===== config.mk =====
export PLATFORM = sky130hd
export DESIGN_NAME = lc3_mem_arbiter_flat
export DESIGN_NICKNAME = d
export VERILOG_FILES = /design/src/rtl/lc3_mem_arbiter_pkg.sv /design/src/rtl/lc3_mem_arbiter_if.sv /design/src/rtl/lc3_mem_arbiter_rr_arb2.sv /design/src/rtl/lc3_mem_arbiter.sv /design/src/flat_wrapper.sv
export SDC_FILE = /design/constraint.sdc
export NUM_CORES = 1
export LEC_CHECK = 0
export BUFFER_PORTS_ARGS = -buffer_cell sky130_fd_sc_hd__clkbuf_2
export CORE_MARGIN = 2
export CORE_UTILIZATION = 42
export CTS_BUF_LIST = sky130_fd_sc_hd__clkbuf_2
export CTS_CLUSTER_DIAMETER = 80
export DETAILED_ROUTE_END_ITERATION = 7
export PLACE_DENSITY = 0.76
export SLEW_MARGIN = 30
export SYNTH_ARGS = -nofsm -noshare
export SYNTH_HDL_FRONTEND = slang
export SYNTH_SLANG_ARGS = --single-unit

===== constraint.sdc =====
create_clock -name clk -period 2.6 [get_ports clk]
set_clock_uncertainty 0.1 [all_clocks]
set_input_delay 0 -clock clk [delete_from_list [all_inputs] [get_ports clk]]
set_output_delay 0 -clock clk [all_outputs]
set_load 0.005 [all_outputs]

===== src/rtl/lc3_mem_arbiter_pkg.sv =====
// Shared types and constants for the LC-3 memory arbiter.
package lc3_mem_pkg;

    typedef enum logic [1:0] {
        IDLE,
        ACCESS,
        DONE
    } state_e;

    localparam logic PORT_CPU = 1'b0;
    localparam logic PORT_DMA = 1'b1;

    localparam int unsigned DEFAULT_AW = 16;
    localparam int unsigned DEFAULT_DW = 16;

    // Wait-state counter is sized for the largest legal WAIT_CYCLES.
    localparam int unsigned WAIT_MAX = 15;
    localparam int unsigned CNT_W    = $clog2(WAIT_MAX + 1);

    typedef logic [CNT_W-1:0] cnt_t;

endpackage


===== src/rtl/lc3_mem_arbiter_if.sv =====
// Requester, SRAM and status signals of the memory arbiter.
// slave: the arbiter side; master: the system side (requesters and SRAM).
interface lc3_mem_arbiter_if
    import lc3_mem_pkg::*;
#(
    parameter int unsigned AW = DEFAULT_AW,
    parameter int unsigned DW = DEFAULT_DW
);
    logic          cpu_req;
    logic          cpu_we;
    logic [AW-1:0] cpu_addr;
    logic [DW-1:0] cpu_wdata;
    logic          cpu_ready;
    logic [DW-1:0] cpu_rdata;

    logic          dma_req;
    logic          dma_we;
    logic [AW-1:0] dma_addr;
    logic [DW-1:0] dma_wdata;
    logic          dma_ready;
    logic [DW-1:0] dma_rdata;

    logic          mem_en;
    logic          mem_we;
    logic [AW-1:0] mem_addr;
    logic [DW-1:0] mem_wdata;
    logic [DW-1:0] mem_rdata;

    logic          busy;
    logic          grant;

    modport slave (
        input  cpu_req, cpu_we, cpu_addr, cpu_wdata,
        input  dma_req, dma_we, dma_addr, dma_wdata,
        input  mem_rdata,
        output cpu_ready, cpu_rdata, dma_ready, dma_rdata,
        output mem_en, mem_we, mem_addr, mem_wdata,
        output busy, grant
    );

    modport master (
        output cpu_req, cpu_we, cpu_addr, cpu_wdata,
        output dma_req, dma_we, dma_addr, dma_wdata,
        output mem_rdata,
        input  cpu_ready, cpu_rdata, dma_ready, dma_rdata,
        input  mem_en, mem_we, mem_addr, mem_wdata,
        input  busy, grant
    );

endinterface


===== src/rtl/lc3_mem_arbiter_rr_arb2.sv =====
// Two-input round-robin picker: a lone requester wins, a tie goes to the
// port that did not win last time.
module lc3_rr_arb2
    import lc3_mem_pkg::*;
(
    input  logic [1:0] req,
    input  logic       last_grant,
    output logic       win,
    output logic       any
);

    // Pick the winner from the request pair and the previous owner.
    always_comb begin
        any = |req;
        win = PORT_CPU;
        if (&req) begin
            win = ~last_grant;
        end else if (req[PORT_DMA]) begin
            win = PORT_DMA;
        end
    end

endmodule


===== src/rtl/lc3_mem_arbiter.sv =====
// Shares one synchronous SRAM between the CPU control path and the DMA
// engine. Each access holds the SRAM enabled for WAIT_CYCLES cycles and
// then pulses the owner's ready for one cycle.
module lc3_mem_arbiter
    import lc3_mem_pkg::*;
#(
    parameter int unsigned AW          = DEFAULT_AW,
    parameter int unsigned DW          = DEFAULT_DW,
    parameter int unsigned WAIT_CYCLES = 3
) (
    input logic              clk,
    input logic              reset,
    lc3_mem_arbiter_if.slave bus
);

    localparam cnt_t CntInit = cnt_t'(WAIT_CYCLES - 1);

    state_e        state_q, state_d;
    cnt_t          cnt_q, cnt_d;
    logic          grant_q, grant_d;
    logic          last_grant_q, last_grant_d;
    logic          mem_en_q, mem_en_d;
    logic          mem_we_q, mem_we_d;
    logic [AW-1:0] mem_addr_q, mem_addr_d;
    logic [DW-1:0] mem_wdata_q, mem_wdata_d;
    logic [DW-1:0] cpu_rdata_q, cpu_rdata_d;
    logic [DW-1:0] dma_rdata_q, dma_rdata_d;

    logic arb_win;
    logic arb_any;

    lc3_rr_arb2 u_arb (
        .req        ({bus.dma_req, bus.cpu_req}),
        .last_grant (last_grant_q),
        .win        (arb_win),
        .any        (arb_any)
    );

    // Next-state: grant in IDLE, count wait states in ACCESS, retire in DONE.
    always_comb begin
        state_d      = state_q;
        cnt_d        = cnt_q;
        grant_d      = grant_q;
        last_grant_d = last_grant_q;
        mem_en_d     = mem_en_q;
        mem_we_d     = mem_we_q;
        mem_addr_d   = mem_addr_q;
        mem_wdata_d  = mem_wdata_q;
        cpu_rdata_d  = cpu_rdata_q;
        dma_rdata_d  = dma_rdata_q;

        unique case (state_q)
            IDLE: begin
                if (arb_any) begin
                    grant_d  = arb_win;
                    mem_en_d = 1'b1;
                    cnt_d    = CntInit;
                    state_d  = ACCESS;
                    if (arb_win == PORT_DMA) begin
                        mem_we_d    = bus.dma_we;
                        mem_addr_d  = bus.dma_addr;
                        mem_wdata_d = bus.dma_wdata;
                    end else begin
                        mem_we_d    = bus.cpu_we;
                        mem_addr_d  = bus.cpu_addr;
                        mem_wdata_d = bus.cpu_wdata;
                    end
                end
            end
            ACCESS: begin
                if (cnt_q != '0) begin
                    cnt_d = cnt_q - 1'b1;
                end else begin
                    state_d  = DONE;
                    mem_en_d = 1'b0;
                    mem_we_d = 1'b0;
                    // SRAM data is valid by the last access cycle.
                    if (!mem_we_q) begin
                        if (grant_q == PORT_DMA) begin
                            dma_rdata_d = bus.mem_rdata;
                        end else begin
                            cpu_rdata_d = bus.mem_rdata;
                        end
                    end
                end
            end
            DONE: begin
                last_grant_d = grant_q;
                state_d      = IDLE;
            end
            default: begin
                state_d = IDLE;
            end
        endcase
    end

    // State register with synchronous reset; CPU wins the first tie.
    always_ff @(posedge clk) begin
        if (reset) begin
            state_q      <= IDLE;
            cnt_q        <= '0;
            grant_q      <= PORT_CPU;
            last_grant_q <= PORT_DMA;
            mem_en_q     <= 1'b0;
            mem_we_q     <= 1'b0;
            mem_addr_q   <= '0;
            mem_wdata_q  <= '0;
            cpu_rdata_q  <= '0;
            dma_rdata_q  <= '0;
        end else begin
            state_q      <= state_d;
            cnt_q        <= cnt_d;
            grant_q      <= grant_d;
            last_grant_q <= last_grant_d;
            mem_en_q     <= mem_en_d;
            mem_we_q     <= mem_we_d;
            mem_addr_q   <= mem_addr_d;
            mem_wdata_q  <= mem_wdata_d;
            cpu_rdata_q  <= cpu_rdata_d;
            dma_rdata_q  <= dma_rdata_d;
        end
    end

    assign bus.cpu_ready = (state_q == DONE) && (grant_q == PORT_CPU);
    assign bus.dma_ready = (state_q == DONE) && (grant_q == PORT_DMA);
    assign bus.cpu_rdata = cpu_rdata_q;
    assign bus.dma_rdata = dma_rdata_q;
    assign bus.mem_en    = mem_en_q;
    assign bus.mem_we    = mem_we_q;
    assign bus.mem_addr  = mem_addr_q;
    assign bus.mem_wdata = mem_wdata_q;
    assign bus.busy      = (state_q != IDLE);
    assign bus.grant     = grant_q;

endmodule


===== src/flat_wrapper.sv =====
// flat-port wrapper written by rule: the top's interface ports become plain ports
module lc3_mem_arbiter_flat import lc3_mem_pkg::*;
#(
    parameter int unsigned AW          = DEFAULT_AW,
    parameter int unsigned DW          = DEFAULT_DW,
    parameter int unsigned WAIT_CYCLES = 3
)
  (clk, reset, bus_cpu_req, bus_cpu_we, bus_cpu_addr, bus_cpu_wdata, bus_dma_req, bus_dma_we, bus_dma_addr, bus_dma_wdata, bus_mem_rdata, bus_cpu_ready, bus_cpu_rdata, bus_dma_ready, bus_dma_rdata, bus_mem_en, bus_mem_we, bus_mem_addr, bus_mem_wdata, bus_busy, bus_grant);
  lc3_mem_arbiter_if #(.AW(AW), .DW(DW)) bus_i ();
  input logic clk;
  input logic reset;
  input wire logic [$bits(bus_i.cpu_req)-1:0] bus_cpu_req;
  input wire logic [$bits(bus_i.cpu_we)-1:0] bus_cpu_we;
  input wire logic [$bits(bus_i.cpu_addr)-1:0] bus_cpu_addr;
  input wire logic [$bits(bus_i.cpu_wdata)-1:0] bus_cpu_wdata;
  input wire logic [$bits(bus_i.dma_req)-1:0] bus_dma_req;
  input wire logic [$bits(bus_i.dma_we)-1:0] bus_dma_we;
  input wire logic [$bits(bus_i.dma_addr)-1:0] bus_dma_addr;
  input wire logic [$bits(bus_i.dma_wdata)-1:0] bus_dma_wdata;
  input wire logic [$bits(bus_i.mem_rdata)-1:0] bus_mem_rdata;
  output wire logic [$bits(bus_i.cpu_ready)-1:0] bus_cpu_ready;
  output wire logic [$bits(bus_i.cpu_rdata)-1:0] bus_cpu_rdata;
  output wire logic [$bits(bus_i.dma_ready)-1:0] bus_dma_ready;
  output wire logic [$bits(bus_i.dma_rdata)-1:0] bus_dma_rdata;
  output wire logic [$bits(bus_i.mem_en)-1:0] bus_mem_en;
  output wire logic [$bits(bus_i.mem_we)-1:0] bus_mem_we;
  output wire logic [$bits(bus_i.mem_addr)-1:0] bus_mem_addr;
  output wire logic [$bits(bus_i.mem_wdata)-1:0] bus_mem_wdata;
  output wire logic [$bits(bus_i.busy)-1:0] bus_busy;
  output wire logic [$bits(bus_i.grant)-1:0] bus_grant;
  assign bus_i.cpu_req = bus_cpu_req;
  assign bus_i.cpu_we = bus_cpu_we;
  assign bus_i.cpu_addr = bus_cpu_addr;
  assign bus_i.cpu_wdata = bus_cpu_wdata;
  assign bus_i.dma_req = bus_dma_req;
  assign bus_i.dma_we = bus_dma_we;
  assign bus_i.dma_addr = bus_dma_addr;
  assign bus_i.dma_wdata = bus_dma_wdata;
  assign bus_i.mem_rdata = bus_mem_rdata;
  assign bus_cpu_ready = bus_i.cpu_ready;
  assign bus_cpu_rdata = bus_i.cpu_rdata;
  assign bus_dma_ready = bus_i.dma_ready;
  assign bus_dma_rdata = bus_i.dma_rdata;
  assign bus_mem_en = bus_i.mem_en;
  assign bus_mem_we = bus_i.mem_we;
  assign bus_mem_addr = bus_i.mem_addr;
  assign bus_mem_wdata = bus_i.mem_wdata;
  assign bus_busy = bus_i.busy;
  assign bus_grant = bus_i.grant;
  lc3_mem_arbiter #(.AW(AW), .DW(DW), .WAIT_CYCLES(WAIT_CYCLES)) u_core (.clk(clk), .reset(reset), .bus(bus_i));
endmodule

Word-level counts from Yosys, hierarchy flattened
Index checks and enable logic that the tools add are counted.

Bits of input ports: 86. ROM bits: 0. Output and inout bits: 70. Memory bits (writable): 0. Memories kept: 0. Latch bits: 0. Register bits: 74.

Multipliers: 0. Magnitude comparators: 0. Shift-type cells: 0. Div/mod/pow operators: 0. Bitwise gates (word level): 4. Muxes and demuxes: 16. Eq/ne operators: 5. Add/subtract/negate cells: 1. Reductions and logical operators: 14.

Operator list (number): $mux 16 (2); $mux 4 (2); $pmux 4 s2 (1); $reduce_and 4->1 (2); $mux 1 (6); $reduce_and 2->1 (3); $reduce_and 3->1 (2); $mux 2 (2); $ne 2x1->1 const B (2); $not 1->1 (4); $pmux 1 s2 (2); $pmux 2 s2 (1); $reduce_bool 2->1 (2); $reduce_bool 4->1 (1); $sub 4x1->4 const B (1); $eq 2x1->1 const B (1); $eq 2x2->1 const B (1); $logic_and 1x1->1 (2); $logic_not 2->1 (1); $ne 2x2->1 const B (1); $reduce_or 2->1 (1).

Depth between registers and ports, before layout
Gate-level depths: netlist of run 1.

Depth after elaboration: 5. Gate-level depth with buffers: 9. Depth with buffers taken out: 6.

Hierarchy
Synthesis of run 1 repeated with hierarchy kept, for this count alone.

Cell total of the unflattened synthesis: 329. Area total of the unflattened synthesis: 3134.3 sq um.

Modules (own cells, without submodules): lc3_mem_arbiter (area an instance 3120.5 sq um, sequential area each 1481.4 sq um, cells an instance 327, instances 1); lc3_rr_arb2 (area an instance 13.8 sq um, sequential area each 0.0 sq um, cells an instance 2, instances 1).

Worst setup path after synthesis of run 1
No wires, ideal clock.

Path kind: reg2reg. From: reg u_core.cnt_q[0]. To: reg u_core.dma_rdata_q[10] (netlist: u_core.bus.dma_rdata[10]). Clock period less this slack: 2157 ps. Data required time: 2372 ps. Slack: 443 ps. Arrival time: 1929 ps. Buffers on the path: 3. Stages on the path, launching flop included: 10. Cell sequence: dfxtp_1 inv_1 ha_1 or3b_1 buf_6 or4_4 buf_6 buf_8 mux2i_1 nor2_1.

Longest elaborated chain between the ends: 3.

RTL lines: from (decl) (line lc3_mem_arbiter.sv:19) `cnt_t cnt_q, cnt_d;`; from (signal assigned) (line lc3_mem_arbiter.sv:112) `cnt_q <= cnt_d;`; $reduce_bool 4->1 (line lc3_mem_arbiter.sv:71) `if (cnt_q != '0) begin`; $not 1->1 (no source line); $reduce_and 4->1 (no source line); to (signal assigned) (line lc3_mem_arbiter.sv:120) `dma_rdata_q <= dma_rdata_d;`; to (decl) (line lc3_mem_arbiter.sv:27) `logic [DW-1:0] dma_rdata_q, dma_rdata_d;`.

Every way passes these cells. A chain may end at the register's enable or synchronous reset.

Worst setup path after layout of run 1
From: reg u_core.cnt_q[0]. To: reg u_core.cpu_rdata_q[12] (netlist: u_core.bus.cpu_rdata[12]).

Longest elaborated chain between the ends: 3.

RTL lines: $reduce_bool 4->1 (line lc3_mem_arbiter.sv:71); $not 1->1 (no source line); $reduce_and 4->1 (no source line); to (signal assigned) (line lc3_mem_arbiter.sv:119) `cpu_rdata_q <= cpu_rdata_d;`; to (decl) (line lc3_mem_arbiter.sv:26) `logic [DW-1:0] cpu_rdata_q, cpu_rdata_d;`.

Every way passes these cells.

==> results of run 1 <==
layer usage:
metal	vias to the layer above	global-route usage [%]	wire length [um]
li1	1541	-	-
met1	1436	27.78	3673
met2	162	42.12	4433
met3	27	6.351	752
met4	0	11.05	289
met5	-	0	0
sequential cells by signal, indices dropped and copies added (netlist names):
register and cells:
u_core.bus.cpu_rdata 16, u_core.bus.dma_rdata 16, u_core.bus.mem_addr 16, u_core.bus.mem_wdata 16
u_core.cnt_q 4, u_core.state_q 2, u_core.bus.grant 1, u_core.bus.mem_en 1
u_core.bus.mem_we 1, u_core.last_grant_q 1
worst max-delay path by stage:
stage / from / to / slack [ns] / cells after the start
2_1_floorplan: u_core.cnt_q[0] / u_core.bus.dma_rdata[10] / 0.44 / 9
3_3_place_gp: u_core.cnt_q[0] / u_core.bus.cpu_rdata[5] / 0.39 / 6
3_5_place_dp: u_core.cnt_q[0] / u_core.bus.cpu_rdata[11] / 0.32 / 6
4_1_cts: u_core.cnt_q[0] / u_core.bus.cpu_rdata[12] / 0.27 / 6
5_1_grt: u_core.cnt_q[0] / u_core.bus.cpu_rdata[7] / 0.14 / 6
6_report: u_core.cnt_q[0] / u_core.bus.cpu_rdata[12] / 0.28 / 6
cell families (layout without fill, tap and decap cells):
| group | Yosys count | in the layout |
|---|---|---|
| mux | 48 | 48 |
| fa+ha+maj | 2 | 2 |
| buf+inv | 25 | 265 |
| xor+xnor | 2 | 2 |
| simple gates | 108 | 108 |
| compound gates | 57 | 57 |
| flops | 74 | 74 |
final cells by class:
| cell class | count | area share [%] |
|---|---|---|
| Clock buffer | 13 | 1.389 |
| Clock inverter | 3 | 0.8549 |
| Inverter | 4 | 0.3206 |
| Multi-Input combinational cell | 217 | 28.08 |
| Sequential cell | 74 | 31.63 |
| Tap cell | 80 | 2.137 |
| Timing Repair Buffer | 245 | 35.59 |
power by group through the flow:
stage                     registers [mW]  clock network [mW]  logic (mW)
after floorplan                     1.32                   0       0.242
after global placement              1.31                   0       0.438
after detailed placement            1.32                   0       0.451
after CTS                           1.29               0.622       0.571
after global routing                1.31               0.664       0.651
final                               1.30               0.599       0.594
critical path, cell delays in order (launching register included):
cell     delay (ns)
dfxtp_1        0.37
inv_1          0.08
ha_1           0.13
or3b_1         0.47
or4_1          0.79
nand2_1        0.17
a21oi_1        0.07
layout by cell type, fill, tap and decap left out, types with 2 or more instances in the layout:
cell,n
mux2i_1,48
and2_1,2
dlygate4sd3_1,86
clkbuf_2,168
nand2_1,67
ha_1,2
xnor2_1,2
inv_1,4
nand2b_1,3
nor2_1,21
clkinv_2,2
nand3_1,5
or2_2,2
buf_4,4
a21oi_1,18
o21ai_0,32
dfxtp_1,74
timing repair:
item	4_1_cts	5_1_grt
resized for setup	0	0
hold buffers	86	0
hold endpoints to repair	70	0
==> results by group, run 1 <==
Logic synthesis
  • Count of cell types in the netlist: 32
  • Area share of the leading cell type in the synthesized netlist: 51.01%
  • Most used standard cells in the synthesized netlist: dfxtp_1 (74), nand2_1 (67), mux2i_1 (48)
  • Primary FF master, synth: dfxtp_1
  • Cell Area, Synth: 2904 um^2
  • Multiplexer area fraction after synthesis: 16.54%
  • Xor and xnor area share after synthesis: less than 1%
  • Average cell area after synthesis: between 9 and 10 um^2
  • Proportion of synthesized chip area in sequential cells: 51.01%
  • Total number of yosys warnings: 0
  • Simple-gate share of the synthesized area: 16.33%
  • Synth Net Count: 404
  • Number of instances in the synthesized netlist: 316
  • #FFs+latches synth: 74
  • Dominant combinational cell family by area after synthesis: multiplexers
  • Post-synthesis share of cell area spent on full adders, half adders and majority gates: 0.8617%
  • Most frequent cell after synthesis: dfxtp_1
  • Synth area leader: dfxtp_1
  • Most area-consuming cells after synthesis: dfxtp_1 (51%), mux2i_1 (17%), nand2_1 (8.7%)
  • Number of synthesized flops with an enable pin: 0
  • Fraction of the mapped netlist area in compound gates: a little over a tenth
  • Share of synthesized registers carrying an async set or reset: 0%

Layout
  • Filler cell count: 500
  • Area used by multi-input combinational logic: 1315 um^2
  • Antenna fix cells: 0
  • Cell area after layout: 4683 um^2
  • Final Instance Count excl. Fillers: 636
  • Post-route core utilization: 69.31%
  • Proportion of layout cells with a drive suffix above 1: about a third
  • Area Overhead vs Synth: 61.27%
  • Total area of sequential cells: approximately 1500 um^2
  • Net count, final: between 600 and 700

Die
  • Chip Height: 87.15 um
  • Core ar.: 6756 um^2
  • Area of the die: 7595 um^2
  • Row Count: 30
  • Initial Util: 42.98%
  • Die extent in x: slightly below 90 um
  • Number of top-level pins: 156

Clock network
  • Buffer count from post-CTS setup fixing: 0
  • TritonCTS clock tree: done
  • Maximum root-to-sink buffer count: 2
  • Root cell of the clock tree: clkbuf_2
  • CTS sink count: 74
  • CTS HTree Levels: 3
  • Worst-skew pair later-pin latency: 0.47 ns
  • Clock-pin slew of the registers on the worst-case setup and hold paths: 0.18 ns
  • Number of CTS-inserted buffers: 9

Placement
  • Minimum setup slack after placement: 0.3152 ns
  • Dpl cell area: 3717 um^2
  • Estimated wirelength of the detail-placed design: 4977 um
  • Quantity of I/O buffers inserted on ports: 155
  • Cell Count Post-Placement: roughly 530
  • Routability cong.: 0.7700

Critical path
  • Depth of the most critical reg-to-reg path: 6
  • Worst setup slack for register-to-register paths: 0.28 ns
  • Sort of element at the start of the critical path: register
  • Class of the most critical setup path: reg2reg
  • Critical path data arrival time: 2.55 ns
  • Category of the worst setup path capture point: register
  • End of the worst register-to-register path: u_core.bus.cpu_rdata[12]
  • Worst Path Max Fanout: 16
  • Reg-to-Reg Start: u_core.cnt_q[0]
  • Worst endpoint required time: around 2.8 ns

Route
  • DRC violation count after routing: 0
  • Wire length per cell: around 14 um
  • Pre-antenna DRT Iters: 4
  • Overall via count from detail_route: 3166
  • Vias per inst: 4.978
  • ANT nets after route: 0
  • Detailed router's first-iteration violation count: 105
  • Detailed-route wire length: 9149 um

Pwr
  • Sw Share: between 20 and 30%
  • Internal power consumption: 1.783 mW
  • Total leakage power: 2.275 nW
  • Total net switching power: 0.7072 mW
  • Share of power burned in combinational logic: 23.8%
  • Overall power of the completed layout: 2.490 mW
  • Register share of total power: 52.1%
  • Peak ir drop on the vdd network: approximately 0.23 mV
  • Share of total power in the clock network: 24.0%
  • Power density cells: 531.7 nW/um^2

Global routing
  • Maximum number of pins on one net before global-route repair: 37
  • Grt ovf: 0
  • Global-route wire length before repair: 14430 um
  • Via count of the first global-routing pass: 3122
  • Antenna violations before repair: 0
  • Global-route total usage across every layer: approximately 24%

Timing
  • Number of endpoints failing setup at the final stage: 0
  • Final hold viol count: 0
  • Fin Setup TNS: 0 ns
  • Final worst-path setup slack: 0.2838 ns
  • Number of pins with negative max-slew slack in the final report: 0
  • Slew headroom: between 60% and 70%
  • Highest clock frequency the design can meet: 431.7 MHz
  • Final hold slack: 0.1958 ns
  • Share of the cycle needed by the critical path after routing: 89.09%
  • Post-route minimum period: 2.316 ns
  • Slew at the pin closest to its max-slew limit: 0.5620 ns
  • RSZ-0062 raised after global routing: no

Hold path
  • Hold Path Origin: bus_mem_rdata[0]
  • Cell depth of the worst min-delay path: 4
  • Endpoint, Worst Hold: u_core.bus.cpu_rdata[0]
  • Class of the most critical hold timing path: in2reg

Run status
  • Status: completed

Job
  • Number of maximum-capacitance violations: 0
Power figures use the tool's default switching activity.
==> run 2: changes to the inputs <==
--- a/config.mk
+++ b/config.mk
@@ -11,7 +11,7 @@
 export CTS_BUF_LIST = sky130_fd_sc_hd__clkbuf_2
 export CTS_CLUSTER_DIAMETER = 80
 export DETAILED_ROUTE_END_ITERATION = 7
-export PLACE_DENSITY = 0.76
+export PLACE_DENSITY = 0.73
 export SLEW_MARGIN = 30
 export SYNTH_ARGS = -nofsm -noshare
 export SYNTH_HDL_FRONTEND = slang
==> run 2 against run 1 <==
Effect of this change:
- sequential power about the same
- non-clock buffer count increased by 2
- total power increased by 0.26%
- setup slack improved by 0.011 ns
- fmax increased by 0.49%
- die area unchanged
- global-route usage increased by 0.060 points
- highest routed layer unchanged
==> results by group, run 2 (synthesis results as in run 1) <==
Critical path
  • Sort of element at the start of the critical path: register (unchanged)
  • Worst Path Max Fanout: 16 (unchanged)
  • Reg-to-Reg Start: u_core.cnt_q[0] (unchanged)
  • Master of the slowest instance on the critical path: or4_1 (unchanged)
  • Worst endpoint required time: 2.85 ns (was 2.84 ns)
  • Depth of the most critical reg-to-reg path: 6 (unchanged)
  • Critical path data arrival time: 2.56 ns (was 2.55 ns)
  • Buffering stage count on the worst path with inverters included: 1 (unchanged)
  • Worst setup slack for register-to-register paths: 0.30 ns (was 0.28 ns)
  • Class of the most critical setup path: reg2reg (unchanged)
  • Category of the worst setup path capture point: register (unchanged)
  • Crit-path leading delay family: simple AND/OR/NAND/NOR gates (unchanged)
  • Cell Chain, Critical Path: inv_1, ha_1, or3b_1, or4_1, nand2_1, a21oi_1 (unchanged)
  • CP peak stage delay: 0.78 ns (was 0.79 ns)
  • End of the worst register-to-register path: u_core.bus.cpu_rdata[7] (was u_core.bus.cpu_rdata[12])

Timing
  • Highest clock frequency the design can meet: 433.9 MHz (was 431.7 MHz)
  • Slew headroom: 63.81% (was 62.53%)
  • Fin Setup TNS: 0 ns (unchanged)
  • Number of pins with negative max-slew slack in the final report: 0 (unchanged)
  • Share of the cycle needed by the critical path after routing: 88.65% (was 89.09%)
  • Post-route minimum period: 2.305 ns (was 2.316 ns)
  • RSZ-0062 raised after global routing: no (unchanged)
  • Final hold viol count: 0 (unchanged)
  • Number of endpoints failing setup at the final stage: 0 (unchanged)
  • Final hold slack: 0.1836 ns (was 0.1958 ns)
  • Slew at the pin closest to its max-slew limit: 0.5429 ns (was 0.5620 ns)

Placement
  • Routability cong.: 0.7464 (was 0.7700)
  • Estimated wirelength of the detail-placed design: 5119 um (was 4977 um)
  • Quantity of I/O buffers inserted on ports: 155 (unchanged)

Clock network
  • CTS HTree Levels: 3 (unchanged)
  • Worst-skew pair later-pin latency: 0.49 ns (was 0.47 ns)
  • Root cell of the clock tree: clkbuf_2 (unchanged)
  • Maximum root-to-sink buffer count: 2 (unchanged)
  • TritonCTS clock tree: done (unchanged)
  • CTS sink count: 74 (unchanged)
  • Number of CTS-inserted buffers: 9 (unchanged)
  • Clock-pin slew of the registers on the worst-case setup and hold paths: 0.21 ns (was 0.18 ns)

Pwr
  • Power density cells: 531.5 nW/um^2 (was 531.7 nW/um^2)
  • Total net switching power: 0.7272 mW (was 0.7072 mW)
  • Peak ir drop on the vdd network: 0.2292 mV (was 0.2334 mV)
  • Register share of total power: 51.9% (was 52.1%)
  • Share of power burned in combinational logic: 24.2% (was 23.8%)
  • Internal power consumption: 1.769 mW (was 1.783 mW)
  • Overall power of the completed layout: 2.496 mW (was 2.490 mW)
  • Total leakage power: 2.280 nW (was 2.275 nW)
  • Share of total power in the clock network: 23.9% (was 24.0%)
  • Sw Share: 29.13% (was 28.40%)

Global routing
  • Via count of the first global-routing pass: 3166 (was 3122)
  • Grt ovf: 0 (unchanged)
  • Antenna violations before repair: 0 (unchanged)
  • Global-route total usage across every layer: 24.30% (was 24.24%)
  • Maximum number of pins on one net before global-route repair: 39 (was 37)
  • Global-route wire length before repair: 14420 um (was 14430 um)

Die
  • Die extent in x: 87.15 um (unchanged)
  • Core ar.: 6756 um^2 (unchanged)
  • Number of top-level pins: 156 (unchanged)
  • Chip Height: 87.15 um (unchanged)
  • Row Count: 30 (unchanged)
  • Area of the die: 7595 um^2 (unchanged)
  • Initial Util: 42.98% (unchanged)

Layout
  • Most common library cell in the layout ignoring fill and taps: clkbuf_2 (unchanged)
  • Filler cell count: 502 (was 500)
  • Most frequent cells in the layout: clkbuf_2 (166), dlygate4sd3_1 (88), dfxtp_1 (74), nand2_1 (67), mux2i_1 (48) (was clkbuf_2 (168), dlygate4sd3_1 (86), dfxtp_1 (74), nand2_1 (67), mux2i_1 (48))
  • Area Overhead vs Synth: 61.74% (was 61.27%)
  • Net count, final: 641 (was 639)
  • Area used by multi-input combinational logic: 1315 um^2 (unchanged)
  • Total area of sequential cells: 1481 um^2 (unchanged)
  • Antenna fix cells: 0 (unchanged)
  • Proportion of layout cells with a drive suffix above 1: 32.14% (was 32.55%)

Route
  • Detailed router's first-iteration violation count: 92 (was 105)
  • Overall via count from detail_route: 3180 (was 3166)
  • Wire length per cell: 14.89 um (was 14.39 um)
  • Pre-antenna DRT Iters: 4 (unchanged)
  • Detailed-route wire length: 9484 um (was 9149 um)
  • Vias per inst: 4.992 (was 4.978)
  • DRC violation count after routing: 0 (unchanged)
  • ANT nets after route: 0 (unchanged)

Run status
  • Status: completed (unchanged)

Hold path
  • Cell depth of the worst min-delay path: 4 (unchanged)
  • Class of the most critical hold timing path: in2reg (unchanged)
  • Hold Path Origin: bus_mem_rdata[15] (was bus_mem_rdata[0])
  • Endpoint, Worst Hold: u_core.bus.dma_rdata[15] (was u_core.bus.cpu_rdata[0])

Job
  • Number of maximum-capacitance violations: 0 (unchanged)
## run 2: worst max-delay path by stage
stage,from,end,slack (ns),depth (start not counted)
after floorplan,u_core.cnt_q[0],u_core.bus.dma_rdata[10],0.44,9
after global placement,u_core.cnt_q[0],u_core.bus.cpu_rdata[12],0.39,6
after detailed placement,u_core.cnt_q[0],u_core.bus.cpu_rdata[10],0.30,6
after CTS,u_core.cnt_q[0],u_core.bus.cpu_rdata[7],0.27,6
after global routing,u_core.cnt_q[0],u_core.bus.cpu_rdata[7],0.14,6
final,u_core.cnt_q[0],u_core.bus.cpu_rdata[7],0.30,6
## run 2: per-stage QoR
step	area [um^2]	cells	setup slack, ns	utilization, %
after floorplan	2904	316	0.4430	-
after global placement	3717	534	0.3853	55.02
after detailed placement	3717	534	0.3042	55.02
after CTS	4697	637	0.2738	69.52
after global routing	4697	637	0.1437	69.52
final	4697	637	0.2951	69.52
## run 2: per-layer routing
metal	global-route usage (%)	part of all wire, %
met5	0	0
met4	10.91	2.8
met3	7.109	8.3
met2	42.68	50
met1	27.06	39
## run 2: tightest hold or removal path: stages
cell and delay (ns):
dlygate4sd3_1 0.52, clkbuf_2 0.11, mux2i_1 0.06, nor2_1 0.07
## run 2: layout make-up
class | count | share of cell area [%]
multi-input combinational | 217 | 28.00
tap | 80 | 2.131
inverter | 4 | 0.3197
clock buffer | 11 | 1.172
clock inverter | 4 | 0.9323
sequential | 74 | 31.54
timing repair buffer | 247 | 35.91
## run 2: repair_timing
| item | CTS | global route |
|---|---|---|
| setup buffers | 0 | 0 |
| resized for setup | 0 | 0 |
| endpoints found under the hold margin | 70 | 0 |
| hold buffers | 88 | 0 |
## run 2: power by group through the flow
stage,clock network [mW],registers [mW],logic [mW]
after floorplan,0,1.32,0.242
after global placement,0,1.31,0.440
after detailed placement,0,1.31,0.453
after CTS,0.606,1.29,0.576
after global routing,0.659,1.31,0.657
final,0.597,1.30,0.603
